$ cat config.mk
export PLATFORM = sky130hd
export DESIGN_NAME = wrr_burst_arbiter
export DESIGN_NICKNAME = d
export VERILOG_FILES = /design/src/rtl/wrr_arb_pkg.sv /design/src/rtl/wrr_burst_arbiter_rr_pick.sv /design/src/rtl/wrr_burst_arbiter.sv
export SDC_FILE = /design/constraint.sdc
export NUM_CORES = 1
export LEC_CHECK = 0
export CORE_AREA = 3 3 61 91
export CTS_BUF_LIST = sky130_fd_sc_hd__clkbuf_4 sky130_fd_sc_hd__clkbuf_8
export DETAILED_ROUTE_END_ITERATION = 10
export DIE_AREA = 0 0 64 94
export PLACE_DENSITY = 0.82
export SYNTH_ARGS = -nofsm -noshare
export SYNTH_HDL_FRONTEND = slang
export SYNTH_SLANG_ARGS = --single-unit
$ cat constraint.sdc
create_clock -name clk -period 5 [get_ports clk]
set_input_delay 1 -clock clk [delete_from_list [all_inputs] [get_ports clk]]
set_output_delay 1 -clock clk [all_outputs]
set_load 0.03 [all_outputs]
$ cat src/rtl/wrr_arb_pkg.sv
// Shared types and helpers for the weighted round-robin burst arbiter.
// Latency: n/a (declarations only).
// Backpressure: n/a (declarations only).
package wrr_arb_pkg;

    // Arbiter FSM: IDLE picks a winner, BUSY holds it until the resource finishes.
    typedef enum logic [0:0] {
        IDLE = 1'b0,
        BUSY = 1'b1
    } state_t;

    localparam int DEF_NUM_REQ  = 4;
    localparam int DEF_WEIGHT_W = 4;

    // Widest weight field the helper below handles; callers zero-extend into it.
    localparam int WGT_MAX_W = 16;

    // A programmed weight of 0 would starve the requester forever, so it
    // behaves as a weight of 1.
    function automatic logic [WGT_MAX_W-1:0] eff_weight(input logic [WGT_MAX_W-1:0] w);
        return (w == '0) ? WGT_MAX_W'(1) : w;
    endfunction

endpackage

$ cat src/rtl/wrr_burst_arbiter_rr_pick.sv
// Rotating-priority picker: first set mask bit at or after ptr, wrapping.
// Latency: purely combinational.
// Backpressure: none; result follows the inputs every cycle.
//
// Ports:
//   mask   : candidate requesters
//   ptr    : index with highest priority this cycle (must be < NUM_REQ)
//   onehot : one-hot winner (0 when mask is empty)
//   idx    : winner index (0 when mask is empty)
//   any    : mask had at least one set bit
module rr_pick
    import wrr_arb_pkg::*;
#(
    parameter int NUM_REQ = DEF_NUM_REQ,
    parameter int IDX_W   = $clog2(NUM_REQ)
) (
    input  logic [NUM_REQ-1:0] mask,
    input  logic [IDX_W-1:0]   ptr,
    output logic [NUM_REQ-1:0] onehot,
    output logic [IDX_W-1:0]   idx,
    output logic               any
);

    logic [IDX_W-1:0] pos;

    always_comb begin
        onehot = '0;
        idx    = '0;
        any    = 1'b0;
        pos    = '0;
        for (int k = 0; k < NUM_REQ; k++) begin
            pos = IDX_W'((int'(ptr) + k) % NUM_REQ);
            if (!any && mask[pos]) begin
                any         = 1'b1;
                idx         = pos;
                onehot[pos] = 1'b1;
            end
        end
    end

endmodule

$ cat src/rtl/wrr_burst_arbiter.sv
// Weighted round-robin arbiter; a grant is held for a whole transaction until done.
// Latency: request seen in IDLE -> registered grant after the next clk edge (1 cycle).
// Backpressure: grant is held while BUSY regardless of req; new arbitration only after done.
//
// Ports:
//   clk, rst_n  : clock and synchronous active-low reset
//   req         : level request per requester
//   done        : one-cycle pulse, current transaction finished
//   cfg_weight  : weight of requester i at [i*WEIGHT_W +: WEIGHT_W] (0 acts as 1)
//   grant       : registered one-hot grant
//   grant_valid : OR of grant
//   grant_id    : index of the granted requester, 0 when idle
//   timeout_err : one-cycle pulse on watchdog release
//
// Build option WRR_TIMEOUT_EN adds a BUSY watchdog of TIMEOUT_CYC cycles; without it
// timeout_err is tied 0 and a grant is held until done indefinitely.
module wrr_burst_arbiter
    import wrr_arb_pkg::*;
#(
    parameter int NUM_REQ     = DEF_NUM_REQ,
    parameter int WEIGHT_W    = DEF_WEIGHT_W,
    parameter int TIMEOUT_CYC = 256
) (
    input  logic                         clk,
    input  logic                         rst_n,
    input  logic [NUM_REQ-1:0]           req,
    input  logic                         done,
    input  logic [NUM_REQ*WEIGHT_W-1:0]  cfg_weight,
    output logic [NUM_REQ-1:0]           grant,
    output logic                         grant_valid,
    output logic [$clog2(NUM_REQ)-1:0]   grant_id,
    output logic                         timeout_err
);

    localparam int IDX_W = $clog2(NUM_REQ);

    if (NUM_REQ < 2) begin : g_bad_num_req
        $error("wrr_burst_arbiter: NUM_REQ must be at least 2");
    end
    if (WEIGHT_W > WGT_MAX_W) begin : g_bad_weight_w
        $error("wrr_burst_arbiter: WEIGHT_W exceeds package limit");
    end
    if (TIMEOUT_CYC < 2) begin : g_bad_timeout
        $error("wrr_burst_arbiter: TIMEOUT_CYC must be at least 2");
    end

    state_t               state_q, state_d;
    logic [NUM_REQ-1:0]   grant_q, grant_d;
    logic [IDX_W-1:0]     grant_id_q, grant_id_d;
    logic [IDX_W-1:0]     ptr_q, ptr_d;
    logic [WEIGHT_W-1:0]  credit_q [NUM_REQ];
    logic [WEIGHT_W-1:0]  credit_d [NUM_REQ];
    logic [WEIGHT_W-1:0]  eff_w    [NUM_REQ];

    logic [NUM_REQ-1:0]   eligible;
    logic                 reload;
    logic [NUM_REQ-1:0]   cand;
    logic [NUM_REQ-1:0]   pick_onehot;
    logic [IDX_W-1:0]     pick_idx;
    logic                 pick_any;
    logic [WEIGHT_W-1:0]  win_base;
    logic [WEIGHT_W-1:0]  win_left;
    logic [IDX_W-1:0]     next_idx;

    // Effective weights, recomputed live so a reload or reset picks up the
    // current configuration.
    always_comb begin
        for (int i = 0; i < NUM_REQ; i++) begin
            eff_w[i] = WEIGHT_W'(eff_weight(WGT_MAX_W'(cfg_weight[i*WEIGHT_W +: WEIGHT_W])));
        end
    end

    always_comb begin
        for (int i = 0; i < NUM_REQ; i++) begin
            eligible[i] = req[i] && (credit_q[i] != '0);
        end
    end

    // Every requesting master has spent its credit: start a new round in the
    // same cycle instead of burning an idle cycle on the reload.
    assign reload = (req != '0) && (eligible == '0);
    assign cand   = reload ? req : eligible;

    rr_pick #(
        .NUM_REQ (NUM_REQ),
        .IDX_W   (IDX_W)
    ) u_pick (
        .mask   (cand),
        .ptr    (ptr_q),
        .onehot (pick_onehot),
        .idx    (pick_idx),
        .any    (pick_any)
    );

    // Winner's credit after this grant; on a reload it counts down from the
    // fresh weight rather than the stale (zero) credit.
    assign win_base = reload ? eff_w[pick_idx] : credit_q[pick_idx];
    assign win_left = win_base - WEIGHT_W'(1);
    assign next_idx = (pick_idx == IDX_W'(NUM_REQ - 1)) ? '0 : pick_idx + IDX_W'(1);

`ifdef WRR_TIMEOUT_EN
    localparam int CNT_W = $clog2(TIMEOUT_CYC) + 1;

    logic [CNT_W-1:0] cnt_q, cnt_d;
    logic             timeout_q, timeout_d;
`endif

    always_comb begin
        state_d    = state_q;
        grant_d    = grant_q;
        grant_id_d = grant_id_q;
        ptr_d      = ptr_q;
        credit_d   = credit_q;
`ifdef WRR_TIMEOUT_EN
        cnt_d      = cnt_q;
        timeout_d  = 1'b0;
`endif
        unique case (state_q)
            IDLE: begin
                if (pick_any) begin
                    state_d    = BUSY;
                    grant_d    = pick_onehot;
                    grant_id_d = pick_idx;
                    if (reload) begin
                        credit_d = eff_w;
                    end
                    credit_d[pick_idx] = win_left;
                    // Keep priority on the winner while it still has credit so it
                    // takes its weighted burst of consecutive wins.
                    ptr_d = (win_left != '0) ? pick_idx : next_idx;
`ifdef WRR_TIMEOUT_EN
                    cnt_d = '0;
`endif
                end
            end
            BUSY: begin
                if (done) begin
                    state_d    = IDLE;
                    grant_d    = '0;
                    grant_id_d = '0;
`ifdef WRR_TIMEOUT_EN
                end else if (cnt_q == CNT_W'(TIMEOUT_CYC - 1)) begin
                    // Stuck transaction: release and strip the offender's credit.
                    state_d              = IDLE;
                    grant_d              = '0;
                    grant_id_d           = '0;
                    timeout_d            = 1'b1;
                    credit_d[grant_id_q] = '0;
                end else begin
                    cnt_d = cnt_q + CNT_W'(1);
`endif
                end
            end
            default: begin
                state_d    = IDLE;
                grant_d    = '0;
                grant_id_d = '0;
            end
        endcase
    end

    always_ff @(posedge clk) begin
        if (!rst_n) begin
            state_q    <= IDLE;
            grant_q    <= '0;
            grant_id_q <= '0;
            ptr_q      <= '0;
            credit_q   <= eff_w;
`ifdef WRR_TIMEOUT_EN
            cnt_q      <= '0;
            timeout_q  <= 1'b0;
`endif
        end else begin
            state_q    <= state_d;
            grant_q    <= grant_d;
            grant_id_q <= grant_id_d;
            ptr_q      <= ptr_d;
            credit_q   <= credit_d;
`ifdef WRR_TIMEOUT_EN
            cnt_q      <= cnt_d;
            timeout_q  <= timeout_d;
`endif
        end
    end

    assign grant       = grant_q;
    assign grant_valid = |grant_q;
    assign grant_id    = grant_id_q;

`ifdef WRR_TIMEOUT_EN
    assign timeout_err = timeout_q;
`else
    assign timeout_err = 1'b0;
`endif

endmodule

---- Word level (Yosys, flattened, before mapping) ----
Cells that the tools add are included.
word-level totals
  word-level logic and storage cells ...... 124
  output and inout bits ................... 8
  input port bits ......................... 23
  bits in registers ....................... 25
cells by class
  reductions and logical operators ........ 31
  bitwise operators ....................... 5
  mux-type cells .......................... 60
  magnitude comparators ................... 10
  equal/unequal tests ..................... 5
  add/subtract/negate cells ............... 5
operators by type and width
  kind                                                 number
  two-way mux 16 bit                                   6
  two-way mux 4 bit                                    17
  nonzero test 4 bit                                   6
  logical NOT 4 bit                                    5
  binary-select mux 4 bit (select 2 bit)               2
  bitwise mux 16 bit                                   1
  two-way mux 2 bit                                    8
  two-way mux 1 bit                                    14
  logical AND 1 bit                                    13
  < comparator 2 x 3 -> 1 bit, second input constant   4
  bitwise OR 4 bit                                     3
  binary-select mux 1 bit (select 2 bit)               4
  demux 1 bit (select 2 bit)                           4
  demux 4 bit (select 2 bit)                           1
  >= comparator 2 x 1 -> 1 bit, second input constant  4
  one-hot mux 4 bit (2 select lines)                   1
  != test 2 bit, second input constant                 3
  AND reduction 2 bit                                  3
  adder 2 x 1 -> 2 bit, second input constant          2
  adder 2 bit, second input constant                   2
  one-hot mux 2 bit (2 select lines)                   1
  OR reduction 4 bit                                   1
  subtractor 4 x 1 -> 4 bit, second input constant     1
  >= comparator 3 bit, second input constant           1
  other kinds (7)                                      9

---- Depth between registers and ports, before layout ----
  depth after elaboration ................. 27
  mapped depth ............................ 19
  depth with buffers taken out ............ 16

---- By module ----
A second synthesis with hierarchy kept.
unflattened totals
  cells, all modules ...................... 197
  area, all modules ....................... 2,042.0 um2
by module, submodules not included
  module             instances  sequential area each (um2)  area each (um2)  cells an instance
  wrr_burst_arbiter  1          660.6                       1,620.3          152
  rr_pick            1          0.0                         421.7            45

---- Worst setup path after synthesis ----
Ideal clock, no wire load.
  path type ............................... input -> register
  from .................................... input req[2]
  to ...................................... register ptr_q[0]
  buffers on the path ..................... 1
  stages on the path ...................... 17
  data required time ...................... 4.866 ns
  arrival ................................. 4.079 ns
  setup time .............................. 0.134 ns
  path slack .............................. 0.787 ns
  path through ............................ o41a_1 or4_4 and4_4 o22ai_2 nand3_1 and3_1 buf_6 inv_4 a21oi_2 o22ai_2 inv_1 ha_1 inv_1 a31oi_1 nor3b_1 a21o_1 a31oi_1
on the way
  cells in the longest elaborated chain, start to end .. 24
  elaborated cells between the ends (all ways) .. 42
  those cells by class .................... add/sub: 2; eq/ne: 1; mux: 26; bitwise: 1; reduce/logical: 12
ends and longest elaborated chain
  element                                                RTL line                         RTL
  from (decl)                                            wrr_burst_arbiter.sv:26          input logic [NUM_REQ-1:0] req,
  logical AND 1 bit                                      wrr_burst_arbiter.sv:75          eligible[i] = req[i] && (credit_q[i] != '0);
  logical NOT 4 bit                                      wrr_burst_arbiter.sv:81          assign reload = (req != '0) && (eligible == '0);
  logical AND 1 bit                                      wrr_burst_arbiter.sv:81
  two-way mux 4 bit                                      wrr_burst_arbiter.sv:82          assign cand = reload ? req : eligible;
  binary-select mux 1 bit (select 2 bit)                 wrr_burst_arbiter_rr_pick.sv:33  if (!any && mask[pos]) begin
  two-way mux 1 bit (implied by the code)                wrr_burst_arbiter_rr_pick.sv:33
  two-way mux 1 bit                                      wrr_burst_arbiter_rr_pick.sv:33
  logical NOT 1 bit                                      wrr_burst_arbiter_rr_pick.sv:33
  (+7 left out)                                          --
  two-way mux 2 bit                                      wrr_burst_arbiter_rr_pick.sv:33
  inverter 2 -> 3 bit (implied by the code)              wrr_burst_arbiter.sv:97          assign win_base = reload ? eff_w[pick_idx] : credit_q[pick_idx];
  binary-select mux 4 bit (select 2 bit)                 wrr_burst_arbiter.sv:97
  two-way mux 4 bit (implied by the code) (2 in series)  wrr_burst_arbiter.sv:97
  two-way mux 4 bit                                      wrr_burst_arbiter.sv:97
  subtractor 4 x 1 -> 4 bit                              wrr_burst_arbiter.sv:98          assign win_left = win_base - WEIGHT_W'(1);
  nonzero test 4 bit                                     wrr_burst_arbiter.sv:130         ptr_d = (win_left != '0) ? pick_idx : next_idx;
  two-way mux 2 bit                                      wrr_burst_arbiter.sv:130
  to (signal assigned)                                   wrr_burst_arbiter.sv:177         ptr_q <= ptr_d;
  to (decl)                                              wrr_burst_arbiter.sv:50          logic [IDX_W-1:0] ptr_q, ptr_d;
Several ways; a longest one is shown, not always the timed one. The select of a mux whose other input is x is not followed.
A chain may end at the register's enable or synchronous reset.

---- Worst setup path after layout ----
  from .................................... input req[0]
  to ...................................... register credit_q[3] in the netlist's numbering (data pin)
on the way
  cells in the longest elaborated chain, start to end .. 26
  elaborated cells between the ends (all ways) .. 47
  those cells by class .................... add/sub: 1; order compare: 2; mux: 32; bitwise: 1; reduce/logical: 11
ends and longest elaborated chain
  element                                                RTL line                         RTL
  logical AND 1 bit                                      wrr_burst_arbiter.sv:75
  logical NOT 4 bit                                      wrr_burst_arbiter.sv:81
  logical AND 1 bit                                      wrr_burst_arbiter.sv:81
  two-way mux 4 bit                                      wrr_burst_arbiter.sv:82
  binary-select mux 1 bit (select 2 bit)                 wrr_burst_arbiter_rr_pick.sv:33
  two-way mux 1 bit (implied by the code)                wrr_burst_arbiter_rr_pick.sv:33
  two-way mux 1 bit                                      wrr_burst_arbiter_rr_pick.sv:33
  logical NOT 1 bit                                      wrr_burst_arbiter_rr_pick.sv:33
  (+9 left out)                                          --
  binary-select mux 4 bit (select 2 bit)                 wrr_burst_arbiter.sv:97
  two-way mux 4 bit (implied by the code) (2 in series)  wrr_burst_arbiter.sv:97
  two-way mux 4 bit                                      wrr_burst_arbiter.sv:97
  subtractor 4 x 1 -> 4 bit                              wrr_burst_arbiter.sv:98
  bitwise mux 16 bit (*)                                 wrr_burst_arbiter.sv:127         credit_d[pick_idx] = win_left;
  two-way mux 16 bit (*)                                 wrr_burst_arbiter.sv:120         if (pick_any) begin
  two-way mux 16 bit (*)                                 wrr_burst_arbiter.sv:118         unique case (state_q)
  two-way mux 16 bit (*)                                 wrr_burst_arbiter.sv:163         if (!rst_n) begin
  to (signal assigned)                                   wrr_burst_arbiter.sv:168         credit_q <= eff_w;
  to (signal assigned)                                   wrr_burst_arbiter.sv:178         credit_q <= credit_d;
  to (decl)                                              wrr_burst_arbiter.sv:51          logic [WEIGHT_W-1:0] credit_q [NUM_REQ];
Mark *: on every way between the ends. The rest lies on a longest branch, timed or not. The select of a mux whose other input is x is not followed.

==> metrics.cfg <==
[timing]
max_slew.worst_pin.slew_ns = 1.04
setup_viol = 0
clock.fmax_mhz = 206
finalCritPeriodShare_pct = 96.9
tns_ns = 0
final-max-slew-violation-count = 0
relSlewSlack_pct = 30.1
hold_viol = 0
min_period_ns = 4.84
fin_skew_ns = 0.00889
grt_setup_unrepaired = false

[clock_tree]
holdBufCountCts = 0
cts_buffers = 3
cts.sinks = 25
cts-root-buf = clkbuf_8
cts_max_path_buffers = 2
cts_tree = done
h-tree-depth = 1
insertion_delay_ns = 0.27
cts.clk_slew.worst_paths_ns = 0.09

[layout]
num-fill-cells = 407
multi_input_area_mm2 = 0.00185
layout_commonest_cell = nand2_1
drive_gt1_share_pct = 16.5
diodes = 0
final_cell_mix = nand2_1 (45), buf_4 (34), o21ai_0 (29), clkdlybuf4s50_1 (29)
syn_to_final_growth_pct = 23.1
regArea_um2 = 661
final_nets = 414

[critical_path]
rrSetupSlack_ns = 0.46
max_stage_delay_ns = 0.87
r2r_start = credit_q[9]$_DFFE_PP_
r2r_end = credit_q[3]$_DFFE_PP_
path_common_cell = buf_4
worst-r2r-cell-count = 14
crit_chain = clkdlybuf4s50_1 -> o41a_1 -> buf_4 -> nor4_1 -> o41a_1 -> buf_4 -> o21ai_0 -> nor3_1 -> o22ai_2 -> buf_4 -> a311oi_2 -> xor2_2 -> o21ai_0
critPathRequiredTime_ns = 5.01
arrival_ns = 4.85
crit_family = compound AO/OA/AOI/OAI gates
start_kind = input pin
critPathBufInv = 4
criticalPathCategory = input pin to flop
worst-path-max-fanout = 8
cp-end-kind = flop
cpMaxStageDelayCell = nor4_1

[floorplan]
core_mm2 = 0.00485
initial_utilization_pct = 54.5
rows = 31
fp.dieH_um = 94
die_width_um = 64
dieArea_mm2 = 0.00602
num_io_pins = 31

[synthesis]
synth_top_area_share_pct = 18.2
synth_area_mm2 = 0.00264
netlist_instances = 325
synth_edf_count = 16
synth.net_count = 362
synth_ff_type = edfxtp_1
async_reset_ff_share_pct = 0
synth_area_leader_cell = edfxtp_1
yosysSeqAreaShare_pct = 25.0
netlist_top_cells_area = edfxtp_1 (18%), dfxtp_1 (6.8%), ha_1 (6.6%)
yosysUniqueCellTypes = 71
synth-seq-cells = 25
synth_area_per_cell_um2 = 8.13
ys_warn_count = 0

[drt]
drtAntennaViolNets = 0
drt_iter0_markers = 226
drt-total-wl_um = 9000
via_per_inst = 6.76
drtPass1Iterations = 5
vias = 2988
drc_errors = 0
wl_per_cell_um = 20.4

[grt]
grt_pass1_wl_um = 14900
grt_max_degree = 26
grt_usage_pct = 31.6
grt_antenna_before_repair = 0
grt_pass1_vias = 3071
overflow = 0

[worst_hold_path]
min_path_type = flop to flop
min_path_cells = 2
holdPathEnd = grant_id[0]$_SDFFE_PN0P_
min_from = grant_id[0]$_SDFFE_PN0P_

[run]
maxCapViolCount = 0

[placement]
gp_congestion = 1.03
dp_hpwl_um = 7140
port_buffers = 29

[run_status]
status = complete, no violations

worst max path at each step:
| stage | from | slack, ns | cells past startpoint | to |
|---|---|---|---|---|
| floorplan | req[2] | 0.79 | 17 | ptr_q[0]$_SDFFE_PN0P_ |
| global placement | req[0] | -0.07 | 14 | credit_q[1]$_DFFE_PP_ |
| detailed placement | req[0] | -0.02 | 15 | credit_q[3]$_DFFE_PP_ |
| CTS | req[0] | 0.23 | 18 | ptr_q[0]$_SDFFE_PN0P_ |
| global route | req[0] | 0.01 | 17 | ptr_q[0]$_SDFFE_PN0P_ |
| finish | req[0] | 0.16 | 13 | credit_q[3]$_DFFE_PP_ |
through the flow:
stage | worst slack (ns) | hold slack, ns | instances | util [%] | instance area, um^2
2_1_floorplan | 0.787 | 0.525 | 325 | - | 2640
3_3_place_gp | -0.0660 | 0.508 | 436 | 65.4 | 3170
3_5_place_dp | -0.0178 | 0.520 | 436 | 65.4 | 3170
4_1_cts | 0.231 | 0.549 | 440 | 66.4 | 3220
5_1_grt | 0.0106 | 0.610 | 442 | 67.1 | 3250
6_report | 0.155 | 0.541 | 442 | 67.1 | 3250
Yosys cell counts (all sizes together), types with 9 or more instances:
cell,instances
nand2,45
nand3,13
mux2i,9
inv,16
edfxtp,16
nor2,17
clkbuf,10
a21oi,13
nor3,9
o21ai,31
ha,14
dfxtp,9
worst reg2reg max path, cell delays in order (launching register included):
cell	delay [ns]
edfxtp_1	0.47
o41ai_1	0.84
nand2_1	0.26
o22a_1	0.35
mux2_2	0.42
o21ai_4	0.22
buf_4	0.14
and3_1	0.22
inv_4	0.09
a21oi_2	0.21
o22ai_2	0.13
buf_4	0.20
a311oi_2	0.26
xor2_2	0.33
o21ai_0	0.15
registers in the layout, summed over array words and instances, names as in the netlist:
register,flops
ptr_q,2
grant_id,2
credit_q,16
state_q,1
grant,4
cells by family after synthesis:
group	Yosys count	share of synthesized area, %
other	1	0.142
multiplexers	10	3.98
buffers and inverters	32	5.49
adder cells (fa/ha/maj)	14	6.63
flip-flops	25	25.0
XOR/XNOR	1	0.616
AO/OA/AOI/OAI	121	35.4
AND/OR/NAND/NOR	121	22.7
final cells by class:
type,count,share of cell area [%]
Multi-Input combinational cell,268,57.0
Sequential cell,25,20.3
Clock inverter,1,0.192
Tap cell,66,2.54
Inverter,16,1.92
Timing Repair Buffer,63,16.8
Clock buffer,3,1.27
routing by layer:
| layer | vias up | track usage, % | wire [um] |
|---|---|---|---|
| li1 | 1380 | - | - |
| met3 | 46 | 2.87 | 532 |
| met2 | 164 | 56.9 | 4730 |
| met5 | - | 0 | 0 |
| met4 | 0 | 16.9 | 473 |
| met1 | 1398 | 36.0 | 3270 |
repair_timing:
item	in CTS	in global routing
setup buffers	0	2
gates resized for setup	0	3
endpoints found under the setup margin	0	8
Power is left out: the tool's default activity adds up to more than one toggle a clock period on the data nets, which glitch-free logic cannot reach.
